--- src/rtl/sampstream_arbiter.sv ---
// Round-robin arbiter that merges NUM_SRC sample-queue byte streams into one
// host-bound stream, framing each grant as a 2-byte header plus snapshot payload.
module sampstream_arbiter #(
    parameter int         NUM_SRC = 4,
    parameter logic [3:0] HDR_TAG = 4'd5
) (
    input  logic                  clk,
    input  logic                  rst_n,
    input  logic [8*NUM_SRC-1:0]  src_data,
    input  logic [10*NUM_SRC-1:0] src_count,
    input  logic [NUM_SRC-1:0]    src_avail,
    output logic [NUM_SRC-1:0]    src_pull,
    input  logic [NUM_SRC-1:0]    src_enable,
    output logic [7:0]            out_data,
    output logic                  out_avail,
    input  logic                  out_pull,
    output logic                  busy,
    output logic [2:0]            cur_src
);

    localparam int RW = (NUM_SRC > 1) ? $clog2(NUM_SRC) : 1;

    typedef enum logic [1:0] {
        IDLE = 2'd0,
        HDR0 = 2'd1,
        HDR1 = 2'd2,
        DATA = 2'd3
    } state_t;

    state_t          state;
    logic [RW-1:0]   cur_idx;
    logic [RW-1:0]   rr_last;
    logic [9:0]      remaining;
    logic            busy_q;

    logic [7:0]         data_arr  [NUM_SRC];
    logic [9:0]         count_arr [NUM_SRC];
    logic [NUM_SRC-1:0] elig;
    logic               grant_found;
    logic [RW-1:0]      grant_idx;

    for (genvar g = 0; g < NUM_SRC; g++) begin : g_src
        assign data_arr[g]  = src_data[8*g +: 8];
        assign count_arr[g] = src_count[10*g +: 10];
        assign elig[g]      = src_avail[g] && src_enable[g] && (count_arr[g] != 10'd0);
    end

    // Scan starts just after the last winner so every source gets a turn.
    always_comb begin
        grant_found = 1'b0;
        grant_idx   = '0;
        for (int k = 1; k <= NUM_SRC; k++) begin
            if (!grant_found && elig[(int'(rr_last) + k) % NUM_SRC]) begin
                grant_found = 1'b1;
                grant_idx   = RW'((int'(rr_last) + k) % NUM_SRC);
            end
        end
    end

    always_ff @(posedge clk or negedge rst_n) begin
        if (!rst_n) begin
            state     <= IDLE;
            cur_idx   <= '0;
            rr_last   <= RW'(NUM_SRC - 1);
            remaining <= 10'd0;
            busy_q    <= 1'b0;
        end else begin
            case (state)
                IDLE: begin
                    if (grant_found) begin
                        cur_idx   <= grant_idx;
                        remaining <= count_arr[grant_idx];
                        busy_q    <= 1'b1;
                        state     <= HDR0;
                    end
                end
                HDR0: if (out_pull) state <= HDR1;
                HDR1: if (out_pull) state <= DATA;
                DATA: begin
                    if (out_pull) begin
                        remaining <= remaining - 10'd1;
                        if (remaining == 10'd1) begin
                            rr_last <= cur_idx;
                            busy_q  <= 1'b0;
                            state   <= IDLE;
                        end
                    end
                end
                default: state <= IDLE;
            endcase
        end
    end

    // Handshake: a byte transfers in a cycle where out_avail && out_pull; in
    // DATA that same cycle consumes one byte from the granted source.
    assign out_avail = busy_q;
    assign busy      = busy_q;
    assign cur_src   = 3'(cur_idx);

    always_comb begin
        out_data = 8'h00;
        case (state)
            HDR0:    out_data = {HDR_TAG, 1'b0, cur_src};
            HDR1:    out_data = remaining[9:2];
            DATA:    out_data = data_arr[cur_idx];
            default: out_data = 8'h00;
        endcase
    end

    always_comb begin
        src_pull = '0;
        if (state == DATA) src_pull[cur_idx] = out_pull;
    end

endmodule

--- config.mk ---
export PLATFORM = sky130hd
export DESIGN_NAME = sampstream_arbiter
export DESIGN_NICKNAME = d
export VERILOG_FILES = /design/src/rtl/sampstream_arbiter.sv
export SDC_FILE = /design/constraint.sdc
export NUM_CORES = 1
export LEC_CHECK = 0
export BUFFER_PORTS_ARGS = -buffer_cell sky130_fd_sc_hd__buf_4
export CAP_MARGIN = 20
export CORE_ASPECT_RATIO = 1.75
export CORE_UTILIZATION = 47
export CTS_BUF_LIST = sky130_fd_sc_hd__clkbuf_16
export CTS_CLUSTER_DIAMETER = 150
export CTS_CLUSTER_SIZE = 30
export DETAILED_ROUTE_END_ITERATION = 6
export PLACE_DENSITY = 0.87
export SYNTH_ARGS = -nofsm -noshare
export SYNTH_HDL_FRONTEND = slang
export SYNTH_SLANG_ARGS = --single-unit
--- constraint.sdc ---
create_clock -name clk -period 3 [get_ports clk]
set_input_delay 0.9 -clock clk [delete_from_list [all_inputs] [get_ports clk]]
set_output_delay 0.9 -clock clk [all_outputs]
set_load 0.01 [all_outputs]
==> results.json, run 1 <==
{
  "dr.pass1.iters": 5,
  "routabilityCongestion": 1.04,
  "postCtsSetupRepairBufs": 0,
  "final_max_slew_viol_count": 0,
  "r2r_start": "state[1]",
  "clk_latency_ns": 0.25,
  "core_mm2": 0.00411,
  "die_w_um": 51.2,
  "antenna_found_initial": 0,
  "drt_iter0_drc": 77,
  "die_h_um": 88.0,
  "syn_nets": 313,
  "pwr_density_cell_mw_per_mm2": 758,
  "max_freq_mhz": 348,
  "die_area_mm2": 0.00450,
  "p_leak_uw": 0.00139,
  "wirelength_mm": 6.48,
  "postCtsHoldBufs": 0,
  "final_common_cell": "buf_4",
  "r2r_cells": 7,
  "cts_root_buf": "clkbuf_16",
  "htree_levels": 1,
  "start_util_pct": 48.4,
  "worstPathRequired_ns": 2.10,
  "cts_tree": "done",
  "syn_to_final_growth_pct": 48.3,
  "netlist_instances": 224,
  "synth_area_per_cell_um2": 8.88,
  "finalClockSkew_ns": 0.00624,
  "routed_via_density": 6.14,
  "setup_violations": 0,
  "first_global_vias": 2367,
  "post-route-period-util_pct": 95.8,
  "slew_headroom_pct": 63.7,
  "grt_pass1_wl_mm": 10.3,
  "dpl.hpwl_mm": 5.19,
  "drc": 0,
  "hold_class": "in -> async",
  "design_area_mm2": 0.00295,
  "arrival_ns": 1.97,
  "yosys_warnings": 0,
  "period_needed_ns": 2.87,
  "cp-start-kind": "primary input",
  "rrSetupSlack_ns": 0.61,
  "ir_worst_vdd_v": 0.000753,
  "num_io_pins": 100,
  "status": "complete, no violations",
  "io_buffers": 98,
  "synth.distinct_cells": 55,
  "rsz0062_at_grt": "no",
  "cts.repair.resized": 0,
  "cts.sinks": 17,
  "path_class": "in -> out",
  "grt_max_degree": 18,
  "synth-seq-cells": 17,
  "vias": 2335,
  "overflow": 0,
  "worst_pin_slew_ns": 0.545,
  "cp-end-kind": "output pin",
  "clkTransAtPathRegs_ns": 0.06,
  "fin_setup_tns_ns": 0,
  "drive_gt1_share_pct": 45.6,
  "antenna_left": 0,
  "final_cell_mix": "buf_4 (117), nor2_1 (30), nand2_1 (15), dfrtp_1 (15), mux2i_1 (14)",
  "yosysSeqAreaShare_pct": 21.5,
  "drv_cap": 0,
  "cts_buffers": 3,
  "dpl_cell_area_mm2": 0.00287,
  "groute.usage.overall_pct": 30.0,
  "wl_per_cell_um": 17.0,
  "cts_buffer_depth": 2,
  "rows": 31,
  "hold_viol": 0,
  "syn_area_mm2": 0.00199,
  "cp_max_fo": 1,
  "regToRegEndpoint": "remaining[6]",
  "antenna_cells": 0,
  "final_net_count": 421
}
## routing by layer
metal / GRT usage [%] / part of all wire [%] / up-vias
met3: 3.13 / 6.3 / 24
met2: 59.0 / 57 / 136
met4: 17.2 / 3.8 / 0
li1: - / - / 1067
met5: 0 / 0 / -
met1: 28.8 / 33 / 1108
## kinds of logic (layout without fill, tap and decap cells)
logic type               Yosys count  in the layout  share of synthesized area (%)
AO/OA/AOI/OAI                     59             59                           21.5
flip-flops                        17             17                           21.5
AND/OR/NAND/NOR                   84             84                           24.1
other                              1              1                          0.189
buffers and inverters             22            129                           5.29
multiplexers                      35             35                           23.7
adder cells (fa/ha/maj)            6              6                           3.78
## area by class of cell
| type | instances | area [um^2] |
|---|---|---|
| Multi-Input combinational cell | 185 | 1460 |
| Clock buffer | 3 | 75.1 |
| Inverter | 7 | 26.3 |
| Sequential cell | 17 | 428 |
| Fill cell | 345 | 1160 |
| Tap cell | 49 | 61.3 |
| Timing Repair Buffer | 118 | 898 |
| Clock inverter | 1 | 5.00 |
## where the power goes
| part | leakage [uW] | internal [uW] | total, uW | switching (uW) |
|---|---|---|---|---|
| clock | 0.0000409 | 179 | 273 | 94.7 |
| combinational | 0.00115 | 722 | 1440 | 714 |
| sequential | 0.000194 | 334 | 527 | 193 |
## cell usage after synthesis (all sizes together)
master,number,area (um^2)
nor2,31,119
dfrtp,15,375
nand2,15,56.3
mux2i,14,140
mux2,13,150
o21ai,10,50.0
a22oi,9,67.6
nor4,9,126
a21oi,8,40.0
clkbuf,8,30.0
mux4,8,180
a31oi,7,50.1
buf,7,48.8
inv,7,26.3
nand3,7,35.0
ha,6,75.1
nor3,6,30.0
o211ai,5,47.5
a31o,3,26.3
and3,3,18.8
or4,3,22.5
a222oi,2,20.0
and2,2,12.5
dfstp,2,52.6
nor2b,2,12.5
o211a,2,20.0
o22ai,2,12.5
or2,2,12.5
a211o,1,8.76
a211oi,1,7.51
a21o,1,7.51
a221o,1,10.0
a22o,1,8.76
a2bb2oi,1,8.76
a311oi,1,8.76
conb,1,3.75
nand2b,1,6.26
nand4b,1,8.76
nor3b,1,12.5
o21a,1,7.51
o21bai,1,7.51
o31ai,1,7.51
o32a,1,10.0
or3,1,6.26
## worst max-delay path, stage by stage
cell,delay [ns]
buf_4,0.10
mux4_2,0.45
a222oi_1,0.28
nor2_1,0.07
buf_4,0.16
## metrics by stage
stage	util [%]	hold WS [ns]	setup WS, ns	power [uW]	std cells
floorplan	-	0.515	0.327	1380	224
global placement	69.8	0.517	0.0673	1870	376
detailed placement	69.8	0.525	-0.0540	1920	376
CTS	71.7	0.518	0.123	2220	380
global route	71.7	0.520	0.0634	2380	380
finish	71.7	0.511	0.125	2240	380
## state kept, by name, summed over array words and instances (netlist names)
register,count
rr_last,2
remaining,10
busy,1
state,2
cur_idx,2
## worst max-delay path by stage
stage             startpoint      endpoint  slack [ns]
5_1_grt        src_count[26]  remaining[6]        0.06
4_1_cts         src_data[25]   out_data[1]        0.12
2_1_floorplan  src_count[36]  remaining[8]        0.33
6_report        src_data[25]   out_data[1]        0.13
3_3_place_gp    src_count[0]  remaining[1]        0.07
3_5_place_dp    src_count[0]  remaining[1]       -0.05
No activity file was read; power rests on OpenSTA's default activity.
==> inputs of run 2 (changes only) <==
==> constraint.sdc (replaced) <==
create_clock -name clk -period 3 [get_ports clk]
set_input_delay 0.15 -clock clk [delete_from_list [all_inputs] [get_ports clk]]
set_output_delay 0.15 -clock clk [all_outputs]
set_load 0.01 [all_outputs]
==> results.json, run 2 (synthesis results as in run 1) <==
{
  "status": "complete, no violations",
  "cp-start-kind": "flip-flop",
  "final_common_cell": "buf_4",
  "antenna_cells": 0,
  "ir_worst_vdd_v": 0.000597,
  "fin_setup_tns_ns": 0,
  "drt_iter0_drc": 53,
  "overflow": 0,
  "dr.pass1.iters": 4,
  "cp_max_fo": 18,
  "first_global_vias": 2117,
  "period_needed_ns": 2.60,
  "grt_pass1_wl_mm": 9.29,
  "die_w_um": 51.2,
  "cpPeakStageDelay_ns": 0.80,
  "pwr_density_cell_mw_per_mm2": 746,
  "core_mm2": 0.00411,
  "arrival_ns": 2.74,
  "cts.repair.resized": 0,
  "antenna_found_initial": 0,
  "largest_reg_flops": 10,
  "dpl.hpwl_mm": 4.83,
  "post-route-period-util_pct": 86.8,
  "vias": 2165,
  "drive_gt1_share_pct": 42.6,
  "final_max_slew_viol_count": 0,
  "syn_to_final_growth_pct": 42.5,
  "routabilityCongestion": 0.858,
  "die_h_um": 88.0,
  "cts_tree": "done",
  "crit_path_cell_trace": "nand3_1, a31o_2, o211ai_2, buf_4, mux2i_1, o21ai_1, a211o_1",
  "num_io_pins": 100,
  "drv_cap": 0,
  "cp_num_cells": 7,
  "wirelength_mm": 5.89,
  "cts_buffers": 3,
  "path_delay_family": "compound AO/OA/AOI/OAI gates",
  "final_cell_mix": "buf_4 (103), nor2_1 (30), nand2_1 (15), dfrtp_1 (15), mux2i_1 (14)",
  "cp-end-kind": "flip-flop",
  "clk_latency_ns": 0.25,
  "antenna_left": 0,
  "placed_cells": 361,
  "postCtsHoldBufs": 1,
  "finalClockSkew_ns": 0.00173,
  "htree_levels": 1,
  "routed_via_density": 5.92,
  "die_area_mm2": 0.00450,
  "hold_viol": 0,
  "critPathBufInv": 1,
  "critPathLaunch": "rr_last[1]",
  "slew_headroom_pct": 31.4,
  "postCtsSetupRepairBufs": 0,
  "r2r_start": "rr_last[1]",
  "worstPathRequired_ns": 3.13,
  "hold_class": "in -> reg",
  "r2r_cells": 7,
  "cts.sinks": 17,
  "cts_root_buf": "clkbuf_16",
  "cts_buffer_depth": 2,
  "io_buffers": 98,
  "final_net_count": 407,
  "fin_cells": 366,
  "p_leak_uw": 0.00131,
  "rsz0062_at_grt": "no",
  "grt_max_degree": 28,
  "hold-path-cell-count": 3,
  "groute.usage.overall_pct": 27.5,
  "max_freq_mhz": 384,
  "start_util_pct": 48.4,
  "wl_per_cell_um": 16.1,
  "drc": 0,
  "min_from": "src_count[28]",
  "slowest_stage": "o211ai_2",
  "largest_register": "remaining",
  "path_class": "reg -> reg",
  "setup_violations": 0,
  "clkTransAtPathRegs_ns": 0.05,
  "fill_cells": 349,
  "worst_pin_slew_ns": 1.03,
  "rows": 31
}
==> run 2: changes by cell type in the layout (fill, tap and decap cells not counted) <==
| cell | previous run | this run |
|---|---|---|
| inv_1 | 7 | 8 |
| buf_4 | 117 | 103 |
| clkinv_2 | 1 | 0 |
| dlygate4sd3_1 | 0 | 1 |
| buf_12 | 1 | 0 |
==> run 2: path summary, 6_finish.rpt <==
check	end	slack, ns
worst max-delay path	remaining[9]	0.40
worst min register to register	busy	0.54
min in group asynchronous	remaining[0]	0.31
worst max register to register	remaining[9]	0.40
max in group asynchronous	rr_last[1]	2.43
worst min-delay path	remaining[8]	0.27
==> run 2: layout make-up <==
cell class	count	area (um^2)	area share, %
Clock inverter	1	3.75	0.133
Timing Repair Buffer	104	783	27.7
Sequential cell	17	428	15.1
Inverter	7	26.3	0.928
Clock buffer	3	75.1	2.65
Multi-Input combinational cell	185	1460	51.4
Tap cell	49	61.3	2.16
==> run 2: tightest hold or removal path, delay by kind of cell <==
family	cells	cell delay (ns)
buffers and inverters	1	0.08
muxes	1	0.08
AOI/OAI and AO/OA	1	0.17
==> run 2: stage by stage <==
step	power (uW)	utilization, %	setup WS (ns)	hold slack (ns)	instance area [um^2]
6_report	2110	68.9	0.397	0.271	2830
2_1_floorplan	1380	-	0.965	-0.146	1990
4_1_cts	2110	68.9	0.385	0.266	2830
3_5_place_dp	1840	66.7	0.318	0.0281	2740
3_3_place_gp	1790	66.7	0.356	0.0335	2740
5_1_grt	2260	68.9	0.294	0.270	2830
==> run 2: layer usage <==
layer  track usage, %  routed length [um]  up-vias
met5                0                   0        -
met4             13.1                 211        0
met3             2.43                 289       17
met2             53.6                3360      105
met1             28.3                2040     1001
li1                 -                   -     1042
==> run 2: power breakdown <==
group          internal (uW)  leakage (uW)  switching (uW)
Combinational            665       0.00108             648
Clock                    177     0.0000423            88.2
Sequential               334      0.000194             203
Total                   1180       0.00131             939
==> inputs of run 3 (changes only) <==
--- a/config.mk
+++ b/config.mk
@@ -8,6 +8,7 @@
 export BUFFER_PORTS_ARGS = -buffer_cell sky130_fd_sc_hd__buf_4
 export CAP_MARGIN = 20
 export CORE_ASPECT_RATIO = 1.75
+export CORE_MARGIN = 2
 export CORE_UTILIZATION = 47
 export CTS_BUF_LIST = sky130_fd_sc_hd__clkbuf_16
 export CTS_CLUSTER_DIAMETER = 150
==> results.json, run 3 (synthesis results as in run 1) <==
{
  "rows": 31,
  "overflow": 0,
  "worst_pin_slew_ns": 1.05,
  "io_buffers": 98,
  "cts.sinks": 17,
  "dpl_cell_area_mm2": 0.00273,
  "path_class": "reg -> reg",
  "drive_gt1_share_pct": 42.5,
  "drt_iter0_drc": 66,
  "final_cell_mix": "buf_4 (101), nor2_1 (30), nand2_1 (15), dfrtp_1 (15), mux2i_1 (14)",
  "timing.critical_path.mode_cell": "nand3_1",
  "ir_worst_vdd_v": 0.000641,
  "first_global_vias": 2173,
  "p_leak_uw": 0.00130,
  "grt_pass1_wl_mm": 9.24,
  "place_ws_ns": 0.287,
  "cp_max_fo": 18,
  "design_area_mm2": 0.00282,
  "cts.repair.resized": 0,
  "clkTransAtPathRegs_ns": 0.05,
  "rsz0062_at_grt": "no",
  "fin_setup_tns_ns": 0,
  "htree_levels": 1,
  "routabilityCongestion": 0.908,
  "final_max_slew_viol_count": 0,
  "power_frac_seq_pct": 25.4,
  "num_io_pins": 100,
  "period_needed_ns": 2.64,
  "worstPathRequired_ns": 3.13,
  "utilization_pct": 68.6,
  "wl_per_cell_um": 15.9,
  "crit_path_cell_trace": "nand3_1, a31o_2, o211ai_2, buf_4, mux2i_1, a2bb2oi_1, nand3_1",
  "status": "complete, no violations",
  "wirelength_mm": 5.80,
  "die_h_um": 90.0,
  "slew_headroom_pct": 30.0,
  "cts_buffers": 3,
  "setup_violations": 0,
  "clk_latency_ns": 0.25,
  "largest_register": "remaining",
  "post-route-period-util_pct": 88.1,
  "cts_root_buf": "clkbuf_16",
  "start_util_pct": 48.4,
  "drc": 0,
  "p_switching_uw": 932,
  "final_common_cell": "buf_4",
  "hold_class": "in -> reg",
  "path_delay_family": "compound AO/OA/AOI/OAI gates",
  "cts_buffer_depth": 2,
  "antenna_found_initial": 0,
  "die_w_um": 53.2,
  "core_mm2": 0.00411,
  "hold_viol": 0,
  "syn_to_final_growth_pct": 41.8,
  "arrival_ns": 2.77,
  "cp-start-kind": "flip-flop",
  "p_comb_share_pct": 61.6,
  "max_freq_mhz": 378,
  "vias": 2182,
  "cp-end-kind": "flip-flop",
  "die_area_mm2": 0.00479,
  "postCtsHoldBufs": 1,
  "dr.pass1.iters": 5,
  "switching_share_pct": 44.4,
  "pwr_density_cell_mw_per_mm2": 744,
  "cts_tree": "done",
  "clockPowerShare_pct": 13.0,
  "internal_power_uw": 1170,
  "cpPeakStageDelay_ns": 0.81,
  "dpl.hpwl_mm": 4.78,
  "finalClockSkew_ns": 0.00282,
  "antenna_left": 0,
  "grt_max_degree": 28,
  "groute.usage.overall_pct": 24.7,
  "antenna_cells": 0,
  "final_net_count": 405,
  "postCtsSetupRepairBufs": 0,
  "routed_via_density": 5.99,
  "drv_cap": 0,
  "critPathBufInv": 1,
  "fill_cells": 349,
  "slowest_stage": "o211ai_2",
  "largest_reg_flops": 10,
  "timing.final.ws_setup_ns": 0.357
}
## run 3: worst paths after layout
path	cells after the start	start	slack, ns	to
max in group asynchronous	2	rst_n	2.44	rr_last[0]
worst min-delay path	3	src_count[28]	0.24	remaining[8]
worst max register to register	7	rr_last[1]	0.36	remaining[7]
worst min register to register	2	busy	0.54	busy
worst max-delay path	7	rr_last[1]	0.36	remaining[7]
min in group asynchronous	2	rst_n	0.29	busy
## run 3: through the flow
stage	instances	hold slack [ns]	power, uW
after floorplan	224	-0.146	1380
after global placement	359	0.0278	1780
after detailed placement	359	0.0308	1810
after CTS	364	0.250	2100
after global routing	364	0.266	2260
final	364	0.244	2100
## run 3: layout make-up
class                   instances  area, um^2  area share [%]
clock inverters                 1        5.00           0.178
well taps                      49        61.3            2.17
flip-flops and latches         17         428            15.2
inverters                       7        26.3           0.932
multi-input cells             185        1460            51.6
clock buffers                   3        75.1            2.66
repair buffers                102         768            27.3
## run 3: routing by layer
layer | global-route usage, % | routed length (um)
met1 | 26.2 | 2020
met2 | 47.4 | 3260
met3 | 2.49 | 398
met4 | 7.69 | 121
met5 | 0 | 0
## run 3: power by group through the flow
stage / Combinational [uW] / Sequential (uW) / Clock, uW
after global routing: 1420 / 558 / 278
after global placement: 1250 / 531 / 0
final: 1290 / 534 / 273
after CTS: 1290 / 532 / 274
after detailed placement: 1280 / 535 / 0
after floorplan: 944 / 441 / 0
## run 3: worst min-delay path: cells and delay by family
kind / cells / cell delay [ns]
compound gates: 1 / 0.15
mux: 1 / 0.07
buf+inv: 1 / 0.08
